$ cat src/rtl/reg_dump_tx.sv
// reg_dump_tx
//
// Dumps all 32 registers of a register file over a UART line when iStart
// is pulsed. Each register is selected through the register file's display
// read port, its value is captured once, and then its four bytes are sent
// most significant byte first as 8N1 frames (LSB first on the wire).
//
// Optional feature (compile-time macro):
//   REG_DUMP_HEADER_EN - when defined, a single 0xA5 sync byte is sent
//                        before x0, making a dump 129 bytes long.
//
// Parameters:
//   CLK_DIV          - iCLK cycles per UART bit (4..65535).
//
// Ports:
//   iCLK             - system clock, all state changes on its rising edge
//   iRST             - asynchronous active-high reset
//   iStart           - single-cycle dump request (accepted only when idle)
//   oRegDispSelect   - registered register index for the display read port
//   iRegDisp         - display read data for oRegDispSelect
//   oTx              - UART serial output, idles high
//   oBusy            - high while a dump is in progress
//   oDone            - one-cycle pulse once the last stop bit has been sent

module reg_dump_tx #(
    parameter int unsigned CLK_DIV = 434
) (
    input  logic        iCLK,
    input  logic        iRST,
    input  logic        iStart,
    output logic [4:0]  oRegDispSelect,
    input  logic [31:0] iRegDisp,
    output logic        oTx,
    output logic        oBusy,
    output logic        oDone
);

    // Bit-period counter sized to hold CLK_DIV-1.
    localparam int unsigned BaudW = (CLK_DIV > 1) ? $clog2(CLK_DIV) : 1;
    localparam logic [BaudW-1:0] BaudMax = BaudW'(CLK_DIV - 1);

    // Frame bit index: 0 = start, 1..8 = data, 9 = stop.
    localparam logic [3:0] StopBit = 4'd9;
    localparam logic [3:0] LastData = 4'd8;
    localparam logic [4:0] LastReg = 5'd31;
    localparam logic [1:0] LastByte = 2'd3;

`ifdef REG_DUMP_HEADER_EN
    localparam logic [7:0] SyncByte = 8'hA5;
`endif

    if (CLK_DIV < 4 || CLK_DIV > 65535) begin : g_bad_clk_div
        $error("reg_dump_tx: CLK_DIV must be within 4..65535");
    end

    typedef enum logic [2:0] {
        StIdle,
`ifdef REG_DUMP_HEADER_EN
        StHdr,
`endif
        StSel,
        StCap,
        StByte,
        StNext,
        StFin
    } state_e;

    state_e            state_q, state_d;
    logic [4:0]        idx_q, idx_d;
    logic [4:0]        sel_q, sel_d;
    logic [31:0]       word_q, word_d;
    logic [1:0]        byte_q, byte_d;
    logic [3:0]        bit_q, bit_d;
    logic [BaudW-1:0]  baud_q, baud_d;
    logic              tx_q, tx_d;

    logic              in_frame;
    logic              bit_end;
    logic              frame_end;
    logic [7:0]        word_byte;
    logic [7:0]        cur_byte;

    // Byte of the captured word currently on the wire, MSB byte first.
    always_comb begin
        word_byte = word_q[31:24];
        unique case (byte_q)
            2'd0: word_byte = word_q[31:24];
            2'd1: word_byte = word_q[23:16];
            2'd2: word_byte = word_q[15:8];
            2'd3: word_byte = word_q[7:0];
            default: word_byte = word_q[31:24];
        endcase
    end

`ifdef REG_DUMP_HEADER_EN
    assign cur_byte = (state_q == StHdr) ? SyncByte : word_byte;
    assign in_frame = (state_q == StByte) || (state_q == StHdr);
`else
    assign cur_byte = word_byte;
    assign in_frame = (state_q == StByte);
`endif

    assign bit_end   = (baud_q == BaudMax);
    assign frame_end = bit_end && (bit_q == StopBit);

    always_comb begin
        state_d = state_q;
        idx_d   = idx_q;
        sel_d   = sel_q;
        word_d  = word_q;
        byte_d  = byte_q;
        bit_d   = bit_q;
        baud_d  = baud_q;
        tx_d    = tx_q;

        // Shared frame engine. The line value for the next bit is registered
        // at the bit boundary so oTx never glitches. The counter wraps to 0
        // on every boundary, so ten bits take exactly 10*CLK_DIV cycles.
        if (in_frame) begin
            if (!bit_end) begin
                baud_d = baud_q + 1'b1;
            end else begin
                baud_d = '0;
                if (bit_q != StopBit) begin
                    bit_d = bit_q + 1'b1;
                    // bit_q 0..7 moves onto data bit bit_q; bit_q 8 onto stop.
                    tx_d  = (bit_q == LastData) ? 1'b1 : cur_byte[bit_q[2:0]];
                end
            end
        end

        unique case (state_q)
            StIdle: begin
                tx_d = 1'b1;
                if (iStart) begin
                    idx_d = '0;
`ifdef REG_DUMP_HEADER_EN
                    // Sync byte start bit goes out straight away.
                    state_d = StHdr;
                    bit_d   = '0;
                    baud_d  = '0;
                    tx_d    = 1'b0;
`else
                    state_d = StSel;
`endif
                end
            end
`ifdef REG_DUMP_HEADER_EN
            StHdr: begin
                if (frame_end) begin
                    state_d = StSel;
                    tx_d    = 1'b1;
                end
            end
`endif
            StSel: begin
                state_d = StCap;
            end
            StCap: begin
                // Capture once; later register writes cannot reach the wire.
                word_d  = iRegDisp;
                byte_d  = '0;
                bit_d   = '0;
                baud_d  = '0;
                tx_d    = 1'b0;
                state_d = StByte;
            end
            StByte: begin
                if (frame_end) begin
                    if (byte_q == LastByte) begin
                        state_d = StNext;
                        tx_d    = 1'b1;
                    end else begin
                        // Back-to-back frames: next start bit follows the stop bit.
                        byte_d = byte_q + 1'b1;
                        bit_d  = '0;
                        tx_d   = 1'b0;
                    end
                end
            end
            StNext: begin
                tx_d = 1'b1;
                if (idx_q == LastReg) begin
                    state_d = StFin;
                end else begin
                    idx_d   = idx_q + 1'b1;
                    state_d = StSel;
                end
            end
            StFin: begin
                tx_d    = 1'b1;
                state_d = StIdle;
            end
            default: begin
                tx_d    = 1'b1;
                state_d = StIdle;
            end
        endcase

        // Display select is updated only on entry to SEL and otherwise holds.
        if (state_d == StSel) begin
            sel_d = idx_d;
        end
    end

    always_ff @(posedge iCLK or posedge iRST) begin
        if (iRST) begin
            state_q <= StIdle;
            idx_q   <= '0;
            sel_q   <= '0;
            word_q  <= '0;
            byte_q  <= '0;
            bit_q   <= '0;
            baud_q  <= '0;
            tx_q    <= 1'b1;
        end else begin
            state_q <= state_d;
            idx_q   <= idx_d;
            sel_q   <= sel_d;
            word_q  <= word_d;
            byte_q  <= byte_d;
            bit_q   <= bit_d;
            baud_q  <= baud_d;
            tx_q    <= tx_d;
        end
    end

    assign oRegDispSelect = sel_q;
    assign oTx            = tx_q;
    assign oBusy          = (state_q != StIdle) && (state_q != StFin);
    assign oDone          = (state_q == StFin);

endmodule

$ cat config.mk
export PLATFORM = sky130hd
export DESIGN_NAME = reg_dump_tx
export DESIGN_NICKNAME = d
export VERILOG_FILES = /design/src/rtl/reg_dump_tx.sv
export SDC_FILE = /design/constraint.sdc
export NUM_CORES = 1
export LEC_CHECK = 0
export ABC_AREA = 1
export CAP_MARGIN = 20
export CORE_UTILIZATION = 60
export CTS_CLUSTER_DIAMETER = 50
export DETAILED_ROUTE_END_ITERATION = 6
export DONT_BUFFER_PORTS = 1
export PLACE_DENSITY = 0.74
export REMOVE_ABC_BUFFERS = 1
export SLEW_MARGIN = 15
export SYNTH_ARGS = -nofsm -noshare
export SYNTH_HDL_FRONTEND = slang
export SYNTH_SLANG_ARGS = --single-unit
export TNS_END_PERCENT = 5
$ cat constraint.sdc
create_clock -name iCLK -period 2 [get_ports iCLK]
set_clock_uncertainty 0.15 [all_clocks]
set_input_delay 0.1 -clock iCLK [delete_from_list [all_inputs] [get_ports iCLK]]
set_output_delay 0.1 -clock iCLK [all_outputs]
set_load 0.01 [all_outputs]
==> results.json <==
{
  "status": "completed",
  "wl_met3_um": 429,
  "post-route-period-util_pct": 92.3,
  "synthMostInstantiatedCell": "nand2_1",
  "drive_above_1_share_pct": 18.8,
  "cellLeakagePower_nw": 1.74,
  "yosysWarnings": 0,
  "hold_violations": 0,
  "synth.top_cells.by_count": "nand2_1 (86), dfrtp_1 (60), mux2_2 (34), inv_1 (28), nand3_1 (23)",
  "synth-edff-count": 0,
  "cts_buffers": 9,
  "wl_met2_um": 3350,
  "synth_async_sr_flop_share_pct": 100,
  "wl_met1_um": 2820,
  "viasPerCell": 5.39,
  "clk_pin_slew_worst_paths_ps": 70,
  "crit_top_cell": "nor2_1",
  "synthAdderAreaFrac_pct": 4.07,
  "ys.flop_type": "dfrtp_1",
  "synth_mux_area_share_pct": 12.5,
  "yosys-top-cells-area": "dfrtp_1 (49%), mux2_2 (12%), nand2_1 (11%)",
  "reg2reg_depth": 7,
  "insertion_delay_ps": 340,
  "drtPass1Iterations": 4,
  "n_antenna_cell": 0,
  "synth_top_family_by_area": "simple AND/OR/NAND/NOR gates",
  "wl_um": 6710,
  "place_hpwl_um": 4170,
  "min_period_ps": 1850,
  "synthSimpleGateAreaFrac_pct": 20.7,
  "finalSetupViolations": 0,
  "die_w_um": 73.6,
  "yosysSeqAreaShare_pct": 49.7,
  "grt_pass1_wl_um": 11000,
  "avgSynthCellArea_um2": 9.40,
  "rows": 25,
  "fmax_mhz": 542,
  "r2r_slack_ps": 150,
  "fin_nets": 418,
  "die_area_mm2": 0.00541,
  "critPathKind": "reg2reg",
  "critPathLaunchType": "flip-flop",
  "final_antenna_net_count": 0,
  "drtIter0Drc": 136,
  "timing.rr.end": "oRegDispSelect[4]",
  "topRoutingLayerUsed": "met4",
  "dpl_worst_slack_ps": 173,
  "cts_setup_buffers": 0,
  "pwr_density_cell_mw_per_mm2": 644,
  "grt.total_usage_pct": 28.2,
  "clock_sinks": 61,
  "synth.ff_latch_count": 61,
  "max_stage_delay_ps": 410,
  "synth_top_area_share_pct": 48.8,
  "rsz0062_at_grt": "no",
  "cts_tree": "built",
  "tightestPinTransition_ps": 496,
  "die_y_um": 73.6,
  "syn_area_mm2": 0.00307,
  "io_pins": 43,
  "critPathSlowestCell": "dfrtp_1",
  "finalMaxSlewViolations": 0,
  "worstPathCellList": "ha_1 -> nand3_1 -> nor2_1 -> nor2_1 -> inv_1 -> nand2_1 -> mux2_2",
  "setup_tns_ps": 0,
  "cts_buffer_depth": 2,
  "synthToLayoutAreaGrowth_pct": 21.0,
  "drv_cap": 0,
  "critical_path_required_ps": 2080,
  "ys_types": 32,
  "crit_fanout": 7,
  "r2r-start": "idx_q[0]",
  "place_congestion": 0.842,
  "synth_compound_area_share_pct": 5.94,
  "antenna_found_initial": 0,
  "cp.arrival_ps": 1920,
  "vias": 2397,
  "htree_levels": 3,
  "drcViolationCount": 0,
  "numPortBuffers": 0,
  "synth_xor_area_share_pct": 1.99,
  "core_mm2": 0.00482,
  "grt_max_degree": 46,
  "grt_pass1_vias": 2459,
  "synth_cells": 327,
  "start_util_pct": 63.8,
  "avgRoutedWirePerCell_um": 15.1,
  "cp-end-kind": "flip-flop",
  "clockRootBuffer": "clkbuf_8",
  "gr-total-overflow": 0,
  "hp-class": "in2async",
  "ir_worst_vdd_v": 0.000639,
  "synth_area_leader_cell": "dfrtp_1",
  "relSlewSlack_pct": 66.9,
  "finalWorstSetupSlack_ps": 153
}
critical path, delay by kind of cell (launching register included):
family,cells,cell delay [ps]
muxes,1,360
adders and majority gates,1,220
DFF,1,410
and+or+nand+nor,4,470
buffers and inverters,1,130
through the flow:
stage / util, % / total power, mW / area [µm²] / hold WS, ps / cells
after floorplan: - / 1.35 / 3040 / 101 / 320
after global placement: 66.2 / 1.37 / 3190 / -163 / 394
after detailed placement: 66.2 / 1.38 / 3190 / -159 / 394
after CTS: 77.0 / 2.41 / 3710 / 43.1 / 444
after global routing: 77.2 / 2.49 / 3720 / 64.9 / 445
final: 77.2 / 2.39 / 3720 / 50.5 / 445
flip-flops by register name, summed over array words and instances, names as in the netlist:
register and flops:
state_q 3, oRegDispSelect 5, idx_q 5, bit_q 4
byte_q 2, baud_q 9, oTx 1, word_q 32
power by group:
group	internal (mW)	switching, mW	total (mW)
Clock	0.511	0.473	0.984
Combinational	0.0761	0.0477	0.124
Sequential	1.27	0.0200	1.29
Total	1.85	0.541	2.39
cell usage in the layout (no fill, tap or decap), types with 5 or more instances in the layout:
| master | instances |
|---|---|
| dlygate4sd3_1 | 34 |
| nand2_1 | 86 |
| clkbuf_8 | 11 |
| mux2_2 | 34 |
| nand3_1 | 23 |
| xor2_1 | 6 |
| o22ai_1 | 5 |
| inv_1 | 27 |
| a21oi_1 | 5 |
| o21ai_0 | 12 |
| dfrtp_1 | 60 |
| buf_4 | 6 |
| ha_1 | 9 |
| nor2_1 | 20 |
area by class of cell:
| type | instances | area [µm²] |
|---|---|---|
| Fill cell | 359 | 1100 |
| Multi-Input combinational cell | 226 | 1390 |
| Timing Repair Buffer | 41 | 405 |
| Timing Repair inverter | 1 | 5.00 |
| Clock buffer | 12 | 155 |
| Tap cell | 67 | 83.8 |
| Inverter | 33 | 130 |
| Clock inverter | 4 | 22.5 |
| Sequential cell | 61 | 1530 |
metal layers:
metal	GRT usage, %	vias to the layer above
met2	44.4	76
met4	12.6	0
met3	11.0	11
met5	0	-
li1	-	1167
met1	34.5	1143
what timing repair did:
item,CTS,global route
gates resized for setup,0,2
hold buffers,34,0
endpoints found under the setup margin,0,1
hold endpoints to repair,94,0
how the worst max path moves through the flow:
stage,slack [ps],from,endpoint,depth (start not counted)
CTS,150,byte_q[0],oTx,11
floorplan,240,iRST,baud_q[0],1
finish,150,idx_q[0],oRegDispSelect[4],7
global placement,260,bit_q[1],byte_q[1],9
global route,20,bit_q[0],byte_q[0],8
detailed placement,170,byte_q[0],oTx,11
kinds of logic after synthesis:
family                   count (synthesis)
AND/OR/NAND/NOR                        144
flip-flops                              61
buffers and inverters                   40
multiplexers                            34
AO/OA/AOI/OAI                           31
adder cells (fa/ha/maj)                 10
XOR/XNOR                                 7
Power figures use the tool's default switching activity.
